## config.mk

```make
export PLATFORM = sky130hd
export DESIGN_NAME = seven_seg_anim_scanner
export DESIGN_NICKNAME = d
export VERILOG_FILES = /design/src/rtl/seven_seg_anim_scanner.sv
export SDC_FILE = /design/constraint.sdc
export NUM_CORES = 1
export LEC_CHECK = 0
export ABC_AREA = 1
export BUFFER_PORTS_ARGS = -buffer_cell sky130_fd_sc_hd__buf_2
export CAP_MARGIN = 10
export CORE_MARGIN = 2
export CORE_UTILIZATION = 30
export CTS_CLUSTER_DIAMETER = 150
export DETAILED_ROUTE_END_ITERATION = 10
export PLACE_DENSITY = 0.55
export SYNTH_ARGS = -nofsm -noshare
export SYNTH_HDL_FRONTEND = slang
export SYNTH_SLANG_ARGS = --single-unit
```

## constraint.sdc

```tcl
create_clock -name clk -period 2.1 [get_ports clk]
set_input_delay 0.42 -clock clk [delete_from_list [all_inputs] [get_ports clk]]
set_output_delay 0.42 -clock clk [all_outputs]
set_load 0.02 [all_outputs]
```

## src/rtl/seven_seg_anim_scanner.sv

```systemverilog
// Multiplexed seven-segment driver. Each digit holds an animated ring pattern.
// The digits are time-multiplexed onto a shared active-low segment bus and a scan index.
module seven_seg_anim_scanner #(
    parameter int NUM_DIGITS = 4,
    parameter int SCAN_W     = 3,
    parameter int SEG_W      = 6,
    parameter int SCAN_DIV   = 65536,
    parameter int STEP_DIV   = 12500000
) (
    input  logic                  clk,
    input  logic                  reset,
    input  logic                  enable,
    input  logic [1:0]            mode,
    input  logic [NUM_DIGITS-1:0] dir_mask,
    input  logic [NUM_DIGITS-1:0] blank_mask,
    input  logic                  load,
    input  logic [SCAN_W-1:0]     load_idx,
    input  logic [SEG_W-1:0]      load_pat,
    output logic [7:0]            segout,
    output logic [SCAN_W-1:0]     scanout,
    output logic                  step_pulse
);

    localparam int SCAN_CW = $clog2(SCAN_DIV);
    localparam int STEP_CW = $clog2(STEP_DIV);
    localparam logic [SEG_W-1:0] EVEN_RST = ~SEG_W'(1);
    localparam logic [SEG_W-1:0] ODD_RST  = ~(SEG_W'(1) << (SEG_W - 1));

    logic [SCAN_CW-1:0]                scan_cnt_q, scan_cnt_d;
    logic [STEP_CW-1:0]                step_cnt_q, step_cnt_d;
    logic [SCAN_W-1:0]                 scan_q, scan_d;
    logic [7:0]                        seg_q, seg_d;
    logic                              pulse_q, pulse_d;
    logic [NUM_DIGITS-1:0][SEG_W-1:0]  ring_q, ring_d;
    logic                              scan_wrap, step_hit;

    // Rotation is done on a doubled copy of the ring, so that SEG_W=1 needs no special case.
    function automatic logic [SEG_W-1:0] rot_left(input logic [SEG_W-1:0] r);
        logic [2*SEG_W-1:0] dbl;
        dbl = {r, r};
        return dbl[2*SEG_W-2 -: SEG_W];
    endfunction

    function automatic logic [SEG_W-1:0] rot_right(input logic [SEG_W-1:0] r);
        logic [2*SEG_W-1:0] dbl;
        dbl = {r, r};
        return dbl[SEG_W -: SEG_W];
    endfunction

    always_comb begin
        scan_wrap  = (scan_cnt_q == SCAN_CW'(SCAN_DIV - 1));
        scan_cnt_d = scan_wrap ? '0 : scan_cnt_q + SCAN_CW'(1);
        scan_d     = scan_q;
        if (scan_wrap) begin
            scan_d = (scan_q == SCAN_W'(NUM_DIGITS - 1)) ? '0 : scan_q + SCAN_W'(1);
        end

        step_hit   = enable && (step_cnt_q == STEP_CW'(STEP_DIV - 1));
        step_cnt_d = step_cnt_q;
        if (enable) begin
            step_cnt_d = step_hit ? '0 : step_cnt_q + STEP_CW'(1);
        end
        pulse_d = step_hit;
    end

    always_comb begin
        ring_d = ring_q;
        for (int unsigned d = 0; d < NUM_DIGITS; d++) begin
            if (step_hit) begin
                unique case (mode)
                    2'b01:   ring_d[d] = dir_mask[d] ? rot_right(ring_q[d]) : rot_left(ring_q[d]);
                    2'b10:   ring_d[d] = rot_left(ring_q[d]);
                    2'b11:   ring_d[d] = rot_right(ring_q[d]);
                    default: ring_d[d] = ring_q[d];
                endcase
            end
            // A load wins over rotation, but only for its own digit.
            if (load && load_idx == SCAN_W'(d)) begin
                ring_d[d] = load_pat;
            end
        end
    end

    // segout looks ahead to the next scan index, so the bus and the index change together.
    always_comb begin
        seg_d = '1;
        for (int unsigned d = 0; d < NUM_DIGITS; d++) begin
            if (scan_d == SCAN_W'(d) && !blank_mask[d]) begin
                seg_d[SEG_W-1:0] = ring_q[d];
            end
        end
    end

    always_ff @(posedge clk) begin
        if (!reset) begin
            scan_cnt_q <= '0;
            step_cnt_q <= '0;
            scan_q     <= '0;
            seg_q      <= '1;
            pulse_q    <= 1'b0;
            for (int unsigned d = 0; d < NUM_DIGITS; d++) begin
                ring_q[d] <= (d % 2 == 0) ? EVEN_RST : ODD_RST;
            end
        end else begin
            scan_cnt_q <= scan_cnt_d;
            step_cnt_q <= step_cnt_d;
            scan_q     <= scan_d;
            seg_q      <= seg_d;
            pulse_q    <= pulse_d;
            ring_q     <= ring_d;
        end
    end

    assign segout     = seg_q;
    assign scanout    = scan_q;
    assign step_pulse = pulse_q;

endmodule

```

==> impl_results.md, run 1 <==
- Initial core utilization: 31.0%
- Post-synth EDFFs: 0
- Crit start category: flip-flop
- H-tree levels: 3
- Post-synth top flop: dfxtp_1
- Critical setup path kind: reg -> reg
- Layout cells sized above 1: 15.6%
- Post-CTS setup buffer count: 0
- #FFs+latches synth: 74
- Synthesized cell area: 0.00414 sq mm
- Clock Sinks: 74
- Simple-gate area share of the yosys netlist: 37.1%
- Top cell type's share of synthesized area: 35.8%
- Worst slew margin: 35.1%
- Total number of vias: 4072
- I/O Pins: 35
- Area after DPL: 0.00454 sq mm
- Worst-skew pair later-pin latency: 0.34 ns
- Mapped Cells: 615
- Placed cells: 822
- Total Routing Usage GR: 15.0%
- Async SR Flop Fraction: 0%
- Avg Cell Area, Syn: 6.73 sq um
- Initial antenna violation count: 0
- Warnings, synthesis: 0
- Hold crit path type: in -> reg
- Fin. Hold Viols: 0
- Period utilization: 91.0%
- WL/cell: 12.6 microns
- Status: completed
- Final Cell Area: 0.00483 sq mm
- FMAX: 523 MHz
- Final worst path period need: 1.91 ns
- Final cell count without fillers: 838
- Post-synth cell types: 41
- Footprint of the multi-input gates: 0.00230 sq mm
- DIE HEIGHT: 121 microns
- Clk slew on worst S/H paths: 0.06 ns
- Post-synth top area cell: dfxtp_1
- Area Overhead vs Synth: 16.7%
- Vias in the first global route: 3833
- Worst slew pin tran: 0.963 ns
- Main combinational cell family by area after synthesis: simple AND/OR/NAND/NOR gates
- Setup_tns: 0 ns
- Worst Skew: 0.00785 ns
- Row count: 42
- Crit path arrival time: 2.13 ns
- CTS buffer count: 9
- Core Util, Final: 36.2%
- Fill cells: 1448
- Detailed Place HPWL: 7980 microns
- Max-Cap Viols: 0
- GPL Wtd Cong: 0.954
- Adder-Cell Fraction of Synth Area: 0.907%
- Die area: 0.0148 sq mm
- Reg area: 0.00148 sq mm
- Post-Synth XOR/XNOR Area: 2.54%
- Setup-failing EPs final: 0
- Nets: 683
- Hold Slack: 0.389 ns
- Die width: 121 microns
- Largest net degree at the start of global routing: 22
- Core area: 0.0133 sq mm
- CTS tree: yes
- DRC: 0
- Req. time, crit path: 2.32 ns
- Routed WL: 10500 microns
- P per Cell Area: 651 mW/mm^2
- Vias/cell: 4.86
- Clock buffer depth: 2
- Root buffer cell: clkbuf_16
- RSZ-0062 raised after global routing: false
- Compound-Gate Fraction of Synth Area: 14.3%
- Top cells by area, synth: dfxtp_1 36%, nand2_1 12%, inv_1 6.6%
- Number of port buffers: 32
- Leak: 2.13 nW
- First-pass GRT wire length: 17800 microns
- Crit-path max FO: 6
- Hold-fix buffer count after cts: 0
- Iter 0 DRT Violations: 266
- Mux contribution to synthesized area: 0.484%
- Final Slew Violations: 0
- DRT Pass-1 Iters: 4
- VDD IR-drop max: 366 uV
- Crit end category: flip-flop
- Post-DRT Antenna Nets: 0
- Global route total overflow: 0
- Sequential area share after synthesis: 35.8%
- Antenna cells: 0
==> cell families (layout without fill, tap and decap cells) <==
family	Yosys count	after routing
AND/OR/NAND/NOR	322	322
AO/OA/AOI/OAI	109	109
buffers and inverters	92	138
flip-flops	74	74
XOR/XNOR	12	12
adder cells (fa/ha/maj)	3	3
multiplexers	2	2
other	1	2
==> what timing repair did <==
action                                  in CTS  in global routing
endpoints found under the setup margin       0                  1
endpoints found under the hold margin        0                  0
resized for setup                            0                  1
==> Yosys cell counts, types with 6 or more instances <==
cell type / instances
nand2_1: 132
dfxtp_1: 74
o21a_1: 6
xor2_1: 10
nor2_4: 7
nand3_1: 54
inv_1: 73
nand4_1: 12
o21ai_1: 8
o21ai_0: 50
nor2_1: 67
nand2_2: 12
a21oi_1: 34
nor3_1: 13
clkbuf_1: 7
==> layout by cell type (no fill, tap or decap), types with 4 or more instances in the layout <==
cell       instances
nor2_4             8
o21ai_2            4
clkbuf_16          9
nor2_1            67
nand4_1           12
buf_4             12
dfxtp_1           74
buf_2             32
o21ai_0           50
nor3_1            13
nand2_1          132
nand2_2           12
nor3b_1            4
xor2_1            10
o21a_1             6
nand3_1           54
inv_1             73
nor2_2             4
o21ai_1            8
a211oi_1           4
inv_2              5
a21oi_1           34
==> state kept, by name, summed over array words and instances (netlist names) <==
signal	cells
segout	6
scan_cnt_q	16
scanout	3
step_cnt_q	24
ring_q	24
step_pulse	1
==> per-stage QoR <==
stage,total power (W),worst slack [ns]
CTS,0.00320,0.175
global placement,0.00172,0.128
floorplan,0.00164,0.450
detailed placement,0.00172,0.0940
global route,0.00329,0.00127
finish,0.00314,0.190
==> metal layers <==
metal / GRT usage [%] / share of wire, % / vias to the layer above
met5: 0 / 0 / -
met4: 4.96 / 1.5 / 0
met3: 3.52 / 5.5 / 10
met2: 24.7 / 45 / 99
met1: 19.4 / 48 / 1869
li1: - / - / 2094
==> critical path, cell delays in order (launching register included) <==
cell	delay, ns
dfxtp_1	0.34
ha_1	0.17
nand2_1	0.11
nor2_4	0.15
nand2_4	0.11
o21ai_2	0.21
nand2_4	0.09
nor2_2	0.22
nand3_1	0.12
nand2_1	0.08
nand2_1	0.06
nand2_1	0.06
nand2_1	0.06
==> path summary, 6_finish.rpt <==
path	from	to	slack (ns)	cells after the start
setup / recovery	scan_cnt_q[0]$_SDFF_PP0_	segout[2]$_SDFF_PN1_	0.19	12
hold / removal	enable	step_cnt_q[0]$_SDFFE_PN0P_	0.39	2
setup reg to reg	scan_cnt_q[0]$_SDFF_PP0_	segout[2]$_SDFF_PN1_	0.19	12
hold reg to reg	scan_cnt_q[0]$_SDFF_PP0_	scan_cnt_q[0]$_SDFF_PP0_	0.44	1
==> cell type report <==
cell class	instances	share of cell area, %
Clock buffer	11	5.03
Clock inverter	5	0.829
Sequential cell	74	30.7
Tap cell	176	4.56
Multi-Input combinational cell	450	47.7
Timing Repair Buffer	44	5.18
Inverter	78	6.06
==> report_power, final <==
part / switching, W / internal (W) / total (W)
clock network: 0.000615 / 0.000836 / 0.00145
logic: 0.000158 / 0.0000860 / 0.000244
registers: 0.0000182 / 0.00143 / 0.00145
No activity file was read; power rests on OpenSTA's default activity.
==> run 2, diff against run 1 <==
--- a/config.mk
+++ b/config.mk
@@ -10,9 +10,11 @@
 export CAP_MARGIN = 10
 export CORE_MARGIN = 2
 export CORE_UTILIZATION = 30
+export CTS_BUF_LIST = sky130_fd_sc_hd__clkbuf_4
 export CTS_CLUSTER_DIAMETER = 150
 export DETAILED_ROUTE_END_ITERATION = 10
 export PLACE_DENSITY = 0.55
+export SLEW_MARGIN = 20
 export SYNTH_ARGS = -nofsm -noshare
 export SYNTH_HDL_FRONTEND = slang
 export SYNTH_SLANG_ARGS = --single-unit
==> impl_results.md, run 2 (same netlist as run 1, synthesis figures left out) <==
- Critical setup path kind: reg -> reg
- Worst hold path cell count: 2 (unchanged)
- Worst Hold Launch: enable
- Nets: 683 (unchanged)
- DIE HEIGHT: 121 microns (unchanged)
- Vias in the first global route: 3837 (+0.10%)
- Req. time, crit path: 2.44 ns (+0.12 ns)
- Worst slew pin tran: 0.965 ns (+0.00163 ns)
- DRT Pass-1 Iters: 5 (+1)
- Iter 0 DRT Violations: 235 (-12%)
- Commonest non-fill, non-tap cell in the layout: nand2_1
- Core Util, Final: 35.0% (-1.2 points)
- Crit path arrival time: 2.25 ns (+0.12 ns)
- Clock buffer depth: 2 (unchanged)
- CTS buffer count: 9 (unchanged)
- Fill cells: 1472 (+1.7%)
- Regs by FF count: ring_q: 24 flops, step_cnt_q: 24 flops, scan_cnt_q: 16 flops
- Period utilization: 91.0% (about the same)
- Detailed Place HPWL: 7980 microns (unchanged)
- RR Startpoint: scan_cnt_q[0]$_SDFF_PP0_
- CP Launch Point: scan_cnt_q[0]$_SDFF_PP0_
- Initial core utilization: 31.0% (unchanged)
- Post-cts sizing count: 0 (unchanged)
- FF-to-FF path depth: 12 (unchanged)
- Die width: 121 microns (unchanged)
- Antenna cells: 0 (unchanged)
- Root buffer cell: clkbuf_4
- FMAX: 523 MHz (about the same)
- Clk slew on worst S/H paths: 0.14 ns (+0.08 ns)
- RSZ-0062 raised after global routing: false
- Initial antenna violation count: 0 (unchanged)
- VDD IR-drop max: 334 uV (-8.9%)
- First-pass GRT wire length: 17700 microns (-0.50%)
- Total number of vias: 4072 (unchanged)
- Largest net degree at the start of global routing: 22 (unchanged)
- CTS tree: yes
- H-tree levels: 3 (unchanged)
- GPL Wtd Cong: 0.954 (unchanged)
- FF-to-FF setup slack: 0.19 ns (about the same)
- Leak: 2.06 nW (-3.3%)
- Post-DRT Antenna Nets: 0 (unchanged)
- Area Overhead vs Synth: 12.9%
- Crit-path max FO: 8 (+2)
- Core area: 0.0133 sq mm (unchanged)
- P per Cell Area: 534 mW/mm^2 (-18%)
- Number of port buffers: 32 (unchanged)
- Routed WL: 10500 microns (-0.49%)
- Hold-fix buffer count after cts: 0 (unchanged)
- Worst Skew: 0.0264 ns (+0.0186 ns)
- Post-CTS setup buffer count: 0 (unchanged)
- Hold crit path type: in -> reg
- Final Cell Area: 0.00467 sq mm (-3.2%)
- Total Routing Usage GR: 15.0% (-0.079 points)
- I/O Pins: 35 (unchanged)
- Setup-failing EPs final: 0 (unchanged)
- Worst-skew pair later-pin latency: 0.45 ns (+0.11 ns)
- Row count: 42 (unchanged)
- FF-to-FF End: segout[5]$_SDFF_PN1_
- Global route total overflow: 0 (unchanged)
- Layout cells sized above 1: 15.6% (unchanged)
- Final worst path period need: 1.91 ns (+0.000322 ns)
- Commonest non-fill, non-tap cells in the layout: 132 x nand2_1, 74 x dfxtp_1, 73 x inv_1
- Crit start category: flip-flop
- DRC: 0 (unchanged)
- Footprint of the multi-input gates: 0.00231 sq mm (+0.44%)
- Die area: 0.0148 sq mm (unchanged)
- WL/cell: 12.5 microns (-0.49%)
- Vias/cell: 4.86 (unchanged)
- Reg area: 0.00148 sq mm (unchanged)
- Fin. Hold Viols: 0 (unchanged)
- Final Slew Violations: 0 (unchanged)
- Worst slew margin: 35.0% (-0.11 points)
- Hold-critical path endpoint: step_cnt_q[0]$_SDFFE_PN0P_
- Clock Sinks: 74 (unchanged)
- Status: completed
- Area after DPL: 0.00454 sq mm (unchanged)
- Crit end category: flip-flop
- Max-Cap Viols: 0 (unchanged)
- Setup_tns: 0 ns (unchanged)
-- run 2: cell types whose count changed in the layout (fill, tap and decap cells not counted), sizes merged --
| cell | delta |
|---|---|
| clkbuf | -1 |
| clkinv | +1 |
-- run 2: critical path: stages (launching register included) --
cell and delay [ns]:
dfxtp_1 0.36, ha_1 0.17, nand2_1 0.11, nor2_4 0.15, nand2_4 0.11, nor2_8 0.16, nand2_2 0.09, nand2_4 0.12
nand2_1 0.10, nor2_4 0.22, inv_2 0.09, nand2_1 0.08, o21ai_1 0.07
-- run 2: worst max-delay path by stage --
stage / to / slack (ns)
final: segout[5]$_SDFF_PN1_ / 0.19
after CTS: segout[2]$_SDFF_PN1_ / 0.17
after global routing: segout[3]$_SDFF_PN1_ / 0.001
after floorplan: segout[0]$_SDFF_PN1_ / 0.45
after global placement: ring_q[17]$_SDFFE_PN1P_ / 0.13
after detailed placement: ring_q[17]$_SDFFE_PN1P_ / 0.09
-- run 2: final cells by class --
cell class	instances	area share [%]
Tap cell	176	4.71
Multi-Input combinational cell	450	49.4
Inverter	78	6.26
Sequential cell	74	31.7
Clock inverter	6	0.937
Clock buffer	10	1.61
Timing Repair Buffer	44	5.35
-- run 2: per-stage QoR --
step | setup slack (ns) | total power, W | hold WS (ns) | cells
final | 0.189 | 0.00249 | 0.287 | 838
after global routing | 0.00115 | 0.00262 | 0.252 | 838
after CTS | 0.175 | 0.00254 | 0.245 | 838
after detailed placement | 0.0940 | 0.00172 | 0.434 | 822
after global placement | 0.128 | 0.00172 | 0.424 | 822
after floorplan | 0.450 | 0.00164 | 0.413 | 616
-- run 2: power breakdown --
group / switching [W] / internal, W / total, W
Clock: 0.000543 / 0.000256 / 0.000799
Sequential: 0.0000183 / 0.00143 / 0.00145
Combinational: 0.000160 / 0.0000870 / 0.000247
Total: 0.000721 / 0.00177 / 0.00249
-- run 2: layer usage --
layer / vias to the layer above / global-route usage [%] / wire, microns
met5: - / 0 / 0
met4: 0 / 4.81 / 174
met3: 11 / 3.52 / 595
met2: 103 / 24.7 / 4690
met1: 1867 / 19.2 / 5020
li1: 2091 / - / -
